<file path="src/rtl/dmem_pkg.sv">
// Shared types and constants for the data-memory arbiter.
// Holds the response FSM states, default memory depth and port indices.
package dmem_pkg;

   typedef enum logic [2:0] {
      IDLE,
      RD0,
      RD1,
      ERR0,
      ERR1
   } dmem_state_t;

   localparam int DMEM_WORDS_DEFAULT = 32;

   localparam int PORT0 = 0;
   localparam int PORT1 = 1;

endpackage

</file>
<file path="src/rtl/dmem_rr_pick.sv">
// Two-way winner selection for the data-memory arbiter.
// pointer names the port granted last; mode 1 makes port 0 always win.
module dmem_rr_pick
   import dmem_pkg::*;
(
   input  logic [1:0] req,
   input  logic       pointer,
   input  logic       mode,
   output logic [1:0] grant
);

   // one-hot grant; a lone requester wins regardless of the pointer
   always_comb begin
      grant = 2'b00;
      if (req[PORT0] && req[PORT1]) begin
         if (mode || pointer)
            grant[PORT0] = 1'b1;
         else
            grant[PORT1] = 1'b1;
      end else begin
         grant = req;
      end
   end

endmodule

</file>
<file path="src/rtl/dmem_arbiter.sv">
// Two-port arbiter in front of a single-ported data memory.
// Port 0 is the MEM stage, port 1 the loader/debug path.
module dmem_arbiter
   import dmem_pkg::*;
#(
   parameter int DMEM_WORDS    = DMEM_WORDS_DEFAULT,
   parameter int PRIORITY_MODE = 0
) (
   input  logic        clock,
   input  logic        reset,
   input  logic        p0_req,
   input  logic        p0_we,
   input  logic [31:0] p0_addr,
   input  logic [31:0] p0_wdata,
   output logic        p0_gnt,
   output logic        p0_rvalid,
   output logic [31:0] p0_rdata,
   output logic        p0_err,
   input  logic        p1_req,
   input  logic        p1_we,
   input  logic [31:0] p1_addr,
   input  logic [31:0] p1_wdata,
   output logic        p1_gnt,
   output logic        p1_rvalid,
   output logic [31:0] p1_rdata,
   output logic        p1_err,
   output logic        mem_write,
   output logic        mem_read,
   output logic [31:0] mem_address,
   output logic [31:0] mem_write_data,
   input  logic [31:0] mem_result
);

   logic [1:0]  req;
   logic [1:0]  pick;
   logic [1:0]  gnt;
   logic        last_gnt;
   logic        any_gnt;
   logic        win;
   logic        win_we;
   logic [31:0] win_addr;
   logic [31:0] win_wdata;
   logic        in_range;
   logic        hit;
   logic        live;
   dmem_state_t state;

   assign req = {p1_req, p0_req};

   dmem_rr_pick u_pick (
      .req     (req),
      .pointer (last_gnt),
      .mode    (PRIORITY_MODE != 0),
      .grant   (pick)
   );

   assign gnt    = reset ? 2'b00 : pick;
   assign p0_gnt = gnt[PORT0];
   assign p1_gnt = gnt[PORT1];

   assign any_gnt   = |gnt;
   assign win       = gnt[PORT1];
   assign win_we    = win ? p1_we    : p0_we;
   assign win_addr  = win ? p1_addr  : p0_addr;
   assign win_wdata = win ? p1_wdata : p0_wdata;
   assign in_range  = win_addr < 32'(DMEM_WORDS);
   assign hit       = any_gnt && in_range;

   assign mem_write      = hit && win_we;
   assign mem_read       = hit && !win_we;
   assign mem_address    = hit ? win_addr  : '0;
   assign mem_write_data = hit ? win_wdata : '0;

   // response state follows the access granted this cycle; pointer tracks last winner
   always_ff @(posedge clock) begin
      if (reset) begin
         state    <= IDLE;
         last_gnt <= 1'b1;
      end else begin
         if (any_gnt)
            last_gnt <= win;
         if (!any_gnt)
            state <= IDLE;
         else if (!in_range)
            state <= win ? ERR1 : ERR0;
         else if (!win_we)
            state <= win ? RD1 : RD0;
         else
            state <= IDLE;
      end
   end

   // a response in flight is dropped as soon as reset is seen
   assign live = !reset;

   assign p0_rvalid = live && (state == RD0 || state == ERR0);
   assign p1_rvalid = live && (state == RD1 || state == ERR1);
   assign p0_err    = live && (state == ERR0);
   assign p1_err    = live && (state == ERR1);
   assign p0_rdata  = (live && state == RD0) ? mem_result : '0;
   assign p1_rdata  = (live && state == RD1) ? mem_result : '0;

endmodule

</file>
<file path="config.mk">
export PLATFORM = sky130hd
export DESIGN_NAME = dmem_arbiter
export DESIGN_NICKNAME = d
export VERILOG_FILES = /design/src/rtl/dmem_pkg.sv /design/src/rtl/dmem_rr_pick.sv /design/src/rtl/dmem_arbiter.sv
export SDC_FILE = /design/constraint.sdc
export NUM_CORES = 1
export LEC_CHECK = 0
export CAP_MARGIN = 20
export CORE_AREA = 3 3 117 119
export DETAILED_ROUTE_END_ITERATION = 8
export DIE_AREA = 0 0 120 122
export HOLD_SLACK_MARGIN = 0.05
export SLEW_MARGIN = 40
export SYNTH_ARGS = -nofsm -noshare
export SYNTH_HDL_FRONTEND = slang
export SYNTH_SLANG_ARGS = --single-unit
</file>
<file path="constraint.sdc">
create_clock -name clock -period 1.6 [get_ports clock]
set_input_delay 0.24 -clock clock [delete_from_list [all_inputs] [get_ports clock]]
set_output_delay 0.24 -clock clock [all_outputs]
set_load 0.02 [all_outputs]
</file>
==> results.json, run 1 <==
{
  "antennaDiodeCount": 0,
  "holdBufCountCts": 0,
  "grt_pass1_vias": 3170,
  "rows": 41,
  "synth_area_mm2": 0.00159,
  "p_leak_nw": 2.52,
  "status": "complete, but fails checks",
  "viasPerCell": 3.99,
  "yosysMostFrequentCell": "nand2_1",
  "gp_congestion": 0.740,
  "post_drt_wl_per_cell_um": 16.0,
  "min_path_type": "input port to flop",
  "yosysTopAreaCellShare_pct": 25.5,
  "cts_buffers": 3,
  "pre_cts_slack_ns": -1.23,
  "critical_path_peak_fanout": 8,
  "antenna_found_initial": 0,
  "syn_area_per_cell_um2": 5.88,
  "fin_nets": 755,
  "grt_pass1_wl_um": 17300,
  "grt_usage_pct": 15.2,
  "synth_common_cells": "77 x nand2_1, 65 x and2_1, 27 x a21oi_1, 27 x buf_4, 13 x clkbuf_1",
  "wl_met1_um": 3870,
  "drcViolationCount": 0,
  "maxCapViolations": 0,
  "h-tree-depth": 1,
  "yosys-top-cells-area": "and2_1 26%, nand2_1 18%, buf_4 13%, a21oi_1 8.5%, a21oi_2 5.5%",
  "worst_slack_ns": -0.456,
  "ys_warn_count": 0,
  "grt-ovfl-total": 0,
  "stdcell_count": 759,
  "async_flop_share_pct": 0,
  "post_dp_cell_area_mm2": 0.00488,
  "port_buffers": 274,
  "die_h_um": 122,
  "criticalPathCategory": "input port to output pin",
  "cts.clk_slew.worst_paths_ns": 0.03,
  "ys_seq_area_share_pct": 5.02,
  "multiInputGateArea_mm2": 0.00190,
  "hold_viol_final": 0,
  "start_util_pct": 12.6,
  "synth_edf_count": 0,
  "crit_path_end_kind": "output pin",
  "antenna_left": 0,
  "grt_max_degree": 39,
  "fin_crit_ns": 2.06,
  "io_pins": 302,
  "dieArea_mm2": 0.0146,
  "layout-drive-gt1-share_pct": 53.5,
  "fillCellCount": 1256,
  "fmax_ghz": 0.486,
  "synth_seq_cells": 4,
  "cts_tree": "built",
  "synth_top_cell_by_area": "and2_1",
  "r2r_slack_ns": 0.07,
  "core_area_mm2": 0.0127,
  "dp_hpwl_um": 8900,
  "clockBufferDepth": 2,
  "route.met2.wl_um": 6920,
  "drtIter0Drc": 65,
  "period_share_pct": 129,
  "fp.dieW_um": 120,
  "clk_latency_ns": 0.22,
  "setup_violations": 104,
  "vdd_drop_max_v": 0.000229,
  "fin_area_mm2": 0.00571,
  "vias": 3029,
  "root_buffer": "clkbuf_16",
  "synth-main-ff-cell": "dfxtp_1",
  "worstPathArrival_ns": 1.82,
  "critPathLaunchType": "input port",
  "rsz0062_at_grt": "true",
  "seq_area_um2": 86.3,
  "power.total_mw": 1.52,
  "violations": "negative setup slack",
  "dp_cells": 720,
  "powerDensity_mw_per_mm2": 267,
  "met3_length_um": 1220,
  "netlist_instances": 271,
  "ys_types": 29,
  "area_growth_pct": 258,
  "cts.sinks": 4,
  "top_layer": "met4",
  "finalMaxSlewViolations": 0,
  "crit_required_ns": 1.36,
  "skew_ns": 0.00192,
  "first_pass_iters": 4,
  "routed_wl_um": 12100
}
[critical path: stages]
cell and delay, ns:
dlygate4sd2_1 0.25, nor4_2 0.26, nand2_1 0.13, nor4_4 0.30, o21ai_4 0.17, buf_12 0.19, a21oi_4 0.13, buf_6 0.13
[power breakdown]
part / internal, mW / switching (mW) / total (mW) / leakage [nW]
clock network: 0.319 / 0.0638 / 0.382 / 0.0370
registers: 0.107 / 0.00634 / 0.114 / 0.0340
logic: 0.598 / 0.429 / 1.03 / 2.45
[repair_timing]
item                       CTS  global route
buffers inserted            35             5
cloned                       9             0
hold endpoints to repair     0             0
pin swaps                   44            28
setup endpoints to repair  111           110
gates resized for setup    802            63
[routing by layer]
layer | track usage [%] | up-vias
met1 | 15.1 | 1397
met5 | 0 | -
li1 | - | 1465
met2 | 30.8 | 161
met3 | 4.97 | 6
met4 | 2.58 | 0
[layout make-up]
type | instances | share of cell area [%]
sequential | 4 | 1.51
inverter | 2 | 0.219
tap | 172 | 3.77
multi-input combinational | 245 | 33.2
timing repair buffer | 333 | 59.9
clock buffer | 3 | 1.31
[through the flow]
stage / setup TNS, ns / utilization, % / hold slack [ns]
final: -29.18 / 45.1 / 0.408
after global routing: -38.25 / 45.1 / 0.428
after CTS: -36.15 / 45.5 / 0.394
after detailed placement: -101.31 / 38.5 / 0.516
after global placement: -99.46 / 38.5 / 0.518
after floorplan: -8.65 / - / 0.377
[final timing paths]
| path | cells past startpoint | end | startpoint |
|---|---|---|---|
| max | 8 | mem_write_data[20] | p0_addr[9] |
| min | 3 | state[2] | reset |
| max reg2reg | 6 | state[0] | last_gnt |
| min reg2reg | 2 | last_gnt | last_gnt |
[cell usage in the layout (no fill, tap or decap), types with 5 or more instances in the layout]
cell type / netlist / final
buf_6: 2 / 126
clkdlybuf4s50_1: 0 / 108
nand2_1: 77 / 76
and2_4: 0 / 65
buf_4: 27 / 33
dlygate4sd2_1: 0 / 28
conb_1: 1 / 27
a21oi_4: 0 / 25
clkdlybuf4s15_1: 0 / 15
a21oi_2: 10 / 12
buf_2: 4 / 10
nor4_2: 0 / 6
buf_12: 0 / 6
nor4_1: 12 / 5
[registers in the layout, indices dropped and copies added (netlist names)]
signal    count
state         3
last_gnt      1
[cells by family after synthesis]
group	Yosys count	synth area share, %
AND/OR/NAND/NOR	176	59.3
buffers and inverters	48	18.9
AO/OA/AOI/OAI	41	15.9
flip-flops	4	5.02
multiplexers	1	0.628
other	1	0.235
No activity file was read; power rests on OpenSTA's default activity.
==> inputs of run 2 (changes only) <==
- CORE_AREA: 3 3 117 119 -> 3 3 116 118
- CTS_CLUSTER_DIAMETER: default -> 40
- DIE_AREA: 0 0 120 122 -> 0 0 119 121
- clock period: 1.6 -> 2.7 ns (I/O delays scaled with it)
==> run 2 against run 1 <==
The run now ends clean. Register-to-register slack better by 1.1 ns. First-iteration DRC count decreased by 42%. Critical path type unchanged. Worst setup slack gained 0.51 ns. Cell count down 4.7%. Wire length decreased by 9.6%. Sequential cell count unchanged. Clock power fell by 41%. Die area decreased by 1.6%. Non-clock buffer count fell by 37. Global-route usage decreased by 2.4 points.
==> results.json, run 2 (same netlist as run 1, synthesis figures left out) <==
{
  "status": "complete, no violations",
  "start_util_pct": 12.7,
  "post_drt_wl_per_cell_um": 15.2,
  "multiInputGateArea_mm2": 0.00157,
  "cts.clk_slew.worst_paths_ns": 0.03,
  "gp_congestion": 0.836,
  "powerDensity_mw_per_mm2": 163,
  "fillCellCount": 1357,
  "io_pins": 302,
  "min_path_type": "flop to flop",
  "cts_buffers": 3,
  "port_buffers": 274,
  "largest_register_ffs": 3,
  "period_share_pct": 98.1,
  "power.total_mw": 0.783,
  "fin_crit_ns": 2.65,
  "hold-worst-slack_ns": 0.550,
  "core_area_mm2": 0.0126,
  "setup_violations": 0,
  "drcViolationCount": 0,
  "pre_cts_slack_ns": -0.614,
  "crit_required_ns": 2.30,
  "r2r_slack_ns": 1.19,
  "cts.sinks": 4,
  "area_growth_pct": 202,
  "reg2reg_to": "state[1]",
  "grt_pass1_wl_um": 14800,
  "hold_viol_final": 0,
  "layout-drive-gt1-share_pct": 22.7,
  "root_buffer": "clkbuf_16",
  "first_pass_iters": 4,
  "seq_area_um2": 80.1,
  "slowest_stage": "clkdlybuf4s50_1",
  "routed_wl_um": 11000,
  "clockBufferDepth": 2,
  "grt_usage_pct": 12.8,
  "grt-ovfl-total": 0,
  "die_h_um": 121,
  "critPathLaunchType": "input port",
  "max_stage_delay_ns": 0.43,
  "criticalPathCategory": "input port to output pin",
  "top_register": "state",
  "skew_ns": 0.00217,
  "clk_latency_ns": 0.22,
  "min-delay-start": "last_gnt",
  "critical_path_peak_fanout": 7,
  "worstPathArrival_ns": 2.24,
  "drtIter0Drc": 38,
  "rows": 41,
  "min_to": "last_gnt",
  "fmax_ghz": 0.378,
  "fin_nets": 718,
  "final_common_cell": "clkdlybuf4s50_1",
  "worst_slack_ns": 0.0518,
  "min_path_cells": 2,
  "largestRegisters": "state (3), last_gnt (1)",
  "dp_hpwl_um": 8790,
  "path_cells": "clkdlybuf4s50_1 > nor4_2 > nand4_1 > nor4_4 > o21ai_4 > clkbuf_16 > a21oi_4 > buf_6",
  "vdd_drop_max_v": 0.0000907,
  "viasPerCell": 4.00,
  "dieArea_mm2": 0.0144,
  "vias": 2893,
  "grt_max_degree": 40,
  "cts_tree": "built",
  "antenna_found_initial": 1,
  "finalMaxSlewViolations": 0,
  "crit_path_end_kind": "output pin",
  "holdBufCountCts": 0,
  "grt_pass1_vias": 2854,
  "fp.dieW_um": 119,
  "rr_worst_depth": 7,
  "antenna_left": 0,
  "final_cell_mix": "135 x clkdlybuf4s50_1, 79 x dlygate4sd2_1, 76 x nand2_1, 65 x and2_1, 40 x buf_4",
  "tns_ns": 0,
  "maxCapViolations": 0,
  "h-tree-depth": 1,
  "p_leak_nw": 2.44,
  "regToRegStartpoint": "last_gnt"
}
## run 2: cell count changes in the layout (fill, tap and decap cells not counted), sizes merged
cell / delta
clkdlybuf4s15: -12
diode: +1
dlymetal6s2s: +17
clkdlybuf4s50: +27
buf: -120
dlygate4sd2: +51
## run 2: critical path: cells and delay by family
family / cells / cell delay, ns
buffers and inverters: 3 / 0.79
AO/OA/AOI/OAI: 2 / 0.33
AND/OR/NAND/NOR: 3 / 0.71
## run 2: metal layers
layer | share of wire, % | GRT usage (%) | wire length (um)
met2 | 55 | 26.0 | 6020
met1 | 35 | 12.9 | 3830
met4 | 0.81 | 1.88 | 89
met5 | 0 | 0 | 0
met3 | 9.3 | 3.78 | 1020
## run 2: cell type report
| class | instances | share of cell area (%) |
|---|---|---|
| diodes | 1 | 0.0520 |
| inverters | 2 | 0.156 |
| flip-flops and latches | 4 | 1.66 |
| well taps | 172 | 4.47 |
| clock buffers | 3 | 1.56 |
| repair buffers | 296 | 59.4 |
| multi-input cells | 245 | 32.7 |
## run 2: where the power goes
| group | internal (mW) | total [mW] | switching (mW) |
|---|---|---|---|
| registers | 0.0635 | 0.0682 | 0.00469 |
| logic | 0.276 | 0.488 | 0.212 |
| clock network | 0.189 | 0.227 | 0.0382 |
## run 2: worst max path at each step
stage                start                end  slack, ns  cells after the start
2_1_floorplan        reset       p0_rdata[10]       0.36                      5
3_3_place_gp   p1_addr[27]     mem_address[3]      -0.62                      8
4_1_cts              reset        p1_rdata[2]      0.009                      6
3_5_place_dp   p1_addr[27]     mem_address[1]      -0.61                      8
5_1_grt        p0_addr[10]  mem_write_data[1]      -0.10                      8
6_report       p1_addr[17]     mem_address[1]       0.05                      8
## run 2: through the flow
step                cell area [um2]  utilization (%)  instances
CTS                            4490             35.7        719
detailed placement             4500             35.8        712
finish                         4820             38.3        723
global route                   4820             38.3        723
global placement               4500             35.8        712
floorplan                      1690                -        297
## run 2: timing repair
action | in CTS | in global routing
setup endpoints to repair | 95 | 48
gates resized for setup | 273 | 84
buffers inserted | 2 | 1
cloned | 2 | 3
pin swaps | 6 | 11
==> inputs of run 3 (changes only) <==
- GPL_TIMING_DRIVEN: default -> 0
- SETUP_SLACK_MARGIN: default -> 0.15
==> run 3 against run 2 <==
Combinational power rose by 4.1%. Worst hold slack worse by 0.022 ns. Register-to-register slack got worse by 0.03 ns. Cell count is 4.4% higher. Critical path type is now flop to output pin. Critical endpoint is now p0_rdata[12]. Highest routed layer unchanged.
==> results.json, run 3 (same netlist as run 1, synthesis figures left out) <==
{
  "p_int_mw": 0.552,
  "tightest_slew_ns": 0.501,
  "drtIter0Drc": 49,
  "seqPwrFrac_pct": 8.5,
  "fin_crit_ns": 2.48,
  "rr_worst_depth": 7,
  "r2r_slack_ns": 1.16,
  "crit_path_end_kind": "output pin",
  "vdd_drop_max_v": 0.000121,
  "hold-worst-slack_ns": 0.528,
  "clk_latency_ns": 0.22,
  "swShare_pct": 31.6,
  "dp_hpwl_um": 9320,
  "cts.sinks": 4,
  "tns_ns": 0,
  "hold_viol_final": 0,
  "route.met2.wl_um": 5940,
  "maxCapViolations": 0,
  "cts_tree": "built",
  "largest_register_ffs": 3,
  "die_h_um": 121,
  "fin_nets": 751,
  "rows": 41,
  "skew_ns": 0.0000597,
  "p_leak_nw": 2.37,
  "reg2reg_to": "state[1]",
  "min_path_cells": 2,
  "fillCellCount": 1356,
  "post_drt_wl_per_cell_um": 14.4,
  "drcViolationCount": 0,
  "grt_pass1_vias": 2910,
  "vias": 2927,
  "grt_pass1_wl_um": 15500,
  "antenna_found_initial": 0,
  "start_util_pct": 12.7,
  "fp.dieW_um": 119,
  "rsz0062_at_grt": "false",
  "top_register": "state",
  "power.switching_mw": 0.255,
  "viasPerCell": 3.88,
  "post_dp_cell_area_mm2": 0.00465,
  "cts_buffers": 3,
  "wl_met1_um": 3900,
  "worstPathArrival_ns": 2.07,
  "setup_violations": 0,
  "final_util_pct": 38.4,
  "largestRegisters": "state (3), last_gnt (1)",
  "h-tree-depth": 1,
  "top_layer": "met4",
  "clkPwrFrac_pct": 28.5,
  "antenna_left": 0,
  "critical_path_peak_fanout": 10,
  "grt_usage_pct": 13.5,
  "period_share_pct": 91.7,
  "routed_wl_um": 10900,
  "port_buffers": 273,
  "status": "complete, no violations",
  "dieArea_mm2": 0.0144,
  "antennaDiodeCount": 0,
  "min_to": "state[1]",
  "comb_power_share_pct": 63.0,
  "final_common_cell": "clkdlybuf4s50_1",
  "cts.clk_slew.worst_paths_ns": 0.03,
  "critPathLaunchType": "flop",
  "criticalPathCategory": "flop to output pin",
  "layout-drive-gt1-share_pct": 25.7,
  "powerDensity_mw_per_mm2": 167,
  "relSlewSlack_pct": 66.6,
  "min-delay-start": "reset",
  "crit_required_ns": 2.30,
  "grt-ovfl-total": 0,
  "root_buffer": "clkbuf_16",
  "met3_length_um": 934,
  "clockBufferDepth": 2,
  "regToRegStartpoint": "last_gnt",
  "first_pass_iters": 4,
  "fin_area_mm2": 0.00482,
  "min_path_type": "input port to flop",
  "area_growth_pct": 202,
  "core_area_mm2": 0.0126,
  "grt_max_degree": 11,
  "final_cell_mix": "165 x clkdlybuf4s50_1, 76 x nand2_1, 65 x and2_1, 48 x buf_4, 28 x clkbuf_2",
  "fmax_ghz": 0.404,
  "io_pins": 302,
  "gp_congestion": 0.822,
  "finalMaxSlewViolations": 0
}
==> run 3: cell count changes in the layout (fill, tap and decap cells not counted), sizes merged <==
| cell | change |
|---|---|
| diode | -1 |
| clkdlybuf4s50 | +30 |
| buf | +24 |
| clkbuf | +29 |
| clkdlybuf4s15 | +8 |
| dlygate4sd2 | -57 |
| dlymetal6s2s | -1 |
==> run 3: final cells by class <==
cell class | instances | area, um2 | area share, %
buffer | 46 | 320 | 6.64
clock buffer | 3 | 75.1 | 1.56
inverter | 2 | 7.51 | 0.156
multi-input combinational | 245 | 1500 | 31.0
timing repair buffer | 283 | 2630 | 54.5
tap | 172 | 215 | 4.46
sequential | 4 | 81.3 | 1.69
==> run 3: power by group through the flow <==
stage | clock network, mW | logic (mW) | registers (mW)
final | 0.230 | 0.508 | 0.0690
after global routing | 0.241 | 0.543 | 0.0695
after CTS | 0.235 | 0.504 | 0.0686
after detailed placement | 0 | 0.510 | 0.0675
after global placement | 0 | 0.505 | 0.0670
after floorplan | 0 | 0.185 | 0.0663
==> run 3: routing by layer <==
metal / vias to the layer above / global-route usage, %
met5: - / 0
met4: 0 / 2.17
met3: 10 / 3.87
li1: 1458 / -
met1: 1290 / 13.9
met2: 169 / 26.9
==> run 3: what timing repair did <==
item / in CTS / in global routing
hold endpoints to repair: 0 / 0
cloned: 2 / 0
endpoints found under the setup margin: 100 / 69
hold buffers: 0 / 0
buffers inserted: 7 / 1
resized for setup: 252 / 96
pin swaps: 21 / 16
==> run 3: worst max path at each step <==
stage	from	end	depth (start not counted)
after CTS	p1_addr[29]	mem_write_data[13]	9
final	state[0]	p0_rdata[12]	5
after global routing	p0_addr[30]	mem_write_data[15]	9
after floorplan	reset	p0_rdata[10]	5
after detailed placement	p1_addr[21]	mem_write_data[29]	8
after global placement	p1_addr[21]	mem_write_data[12]	9
==> run 3: through the flow <==
stage / instances / power (mW) / worst slack, ns
2_1_floorplan: 297 / 0.252 / 0.361
5_1_grt: 755 / 0.854 / 0.117
3_5_place_dp: 742 / 0.577 / -0.813
3_3_place_gp: 742 / 0.572 / -0.796
4_1_cts: 754 / 0.808 / 0.150
6_report: 755 / 0.807 / 0.223
==> run 3: critical path, cell delays in order (launching register included) <==
cell	delay, ns
dfxtp_1	0.38
nor3b_4	0.25
nor2b_4	0.23
clkbuf_2	0.22
and2_1	0.15
clkdlybuf4s50_1	0.62
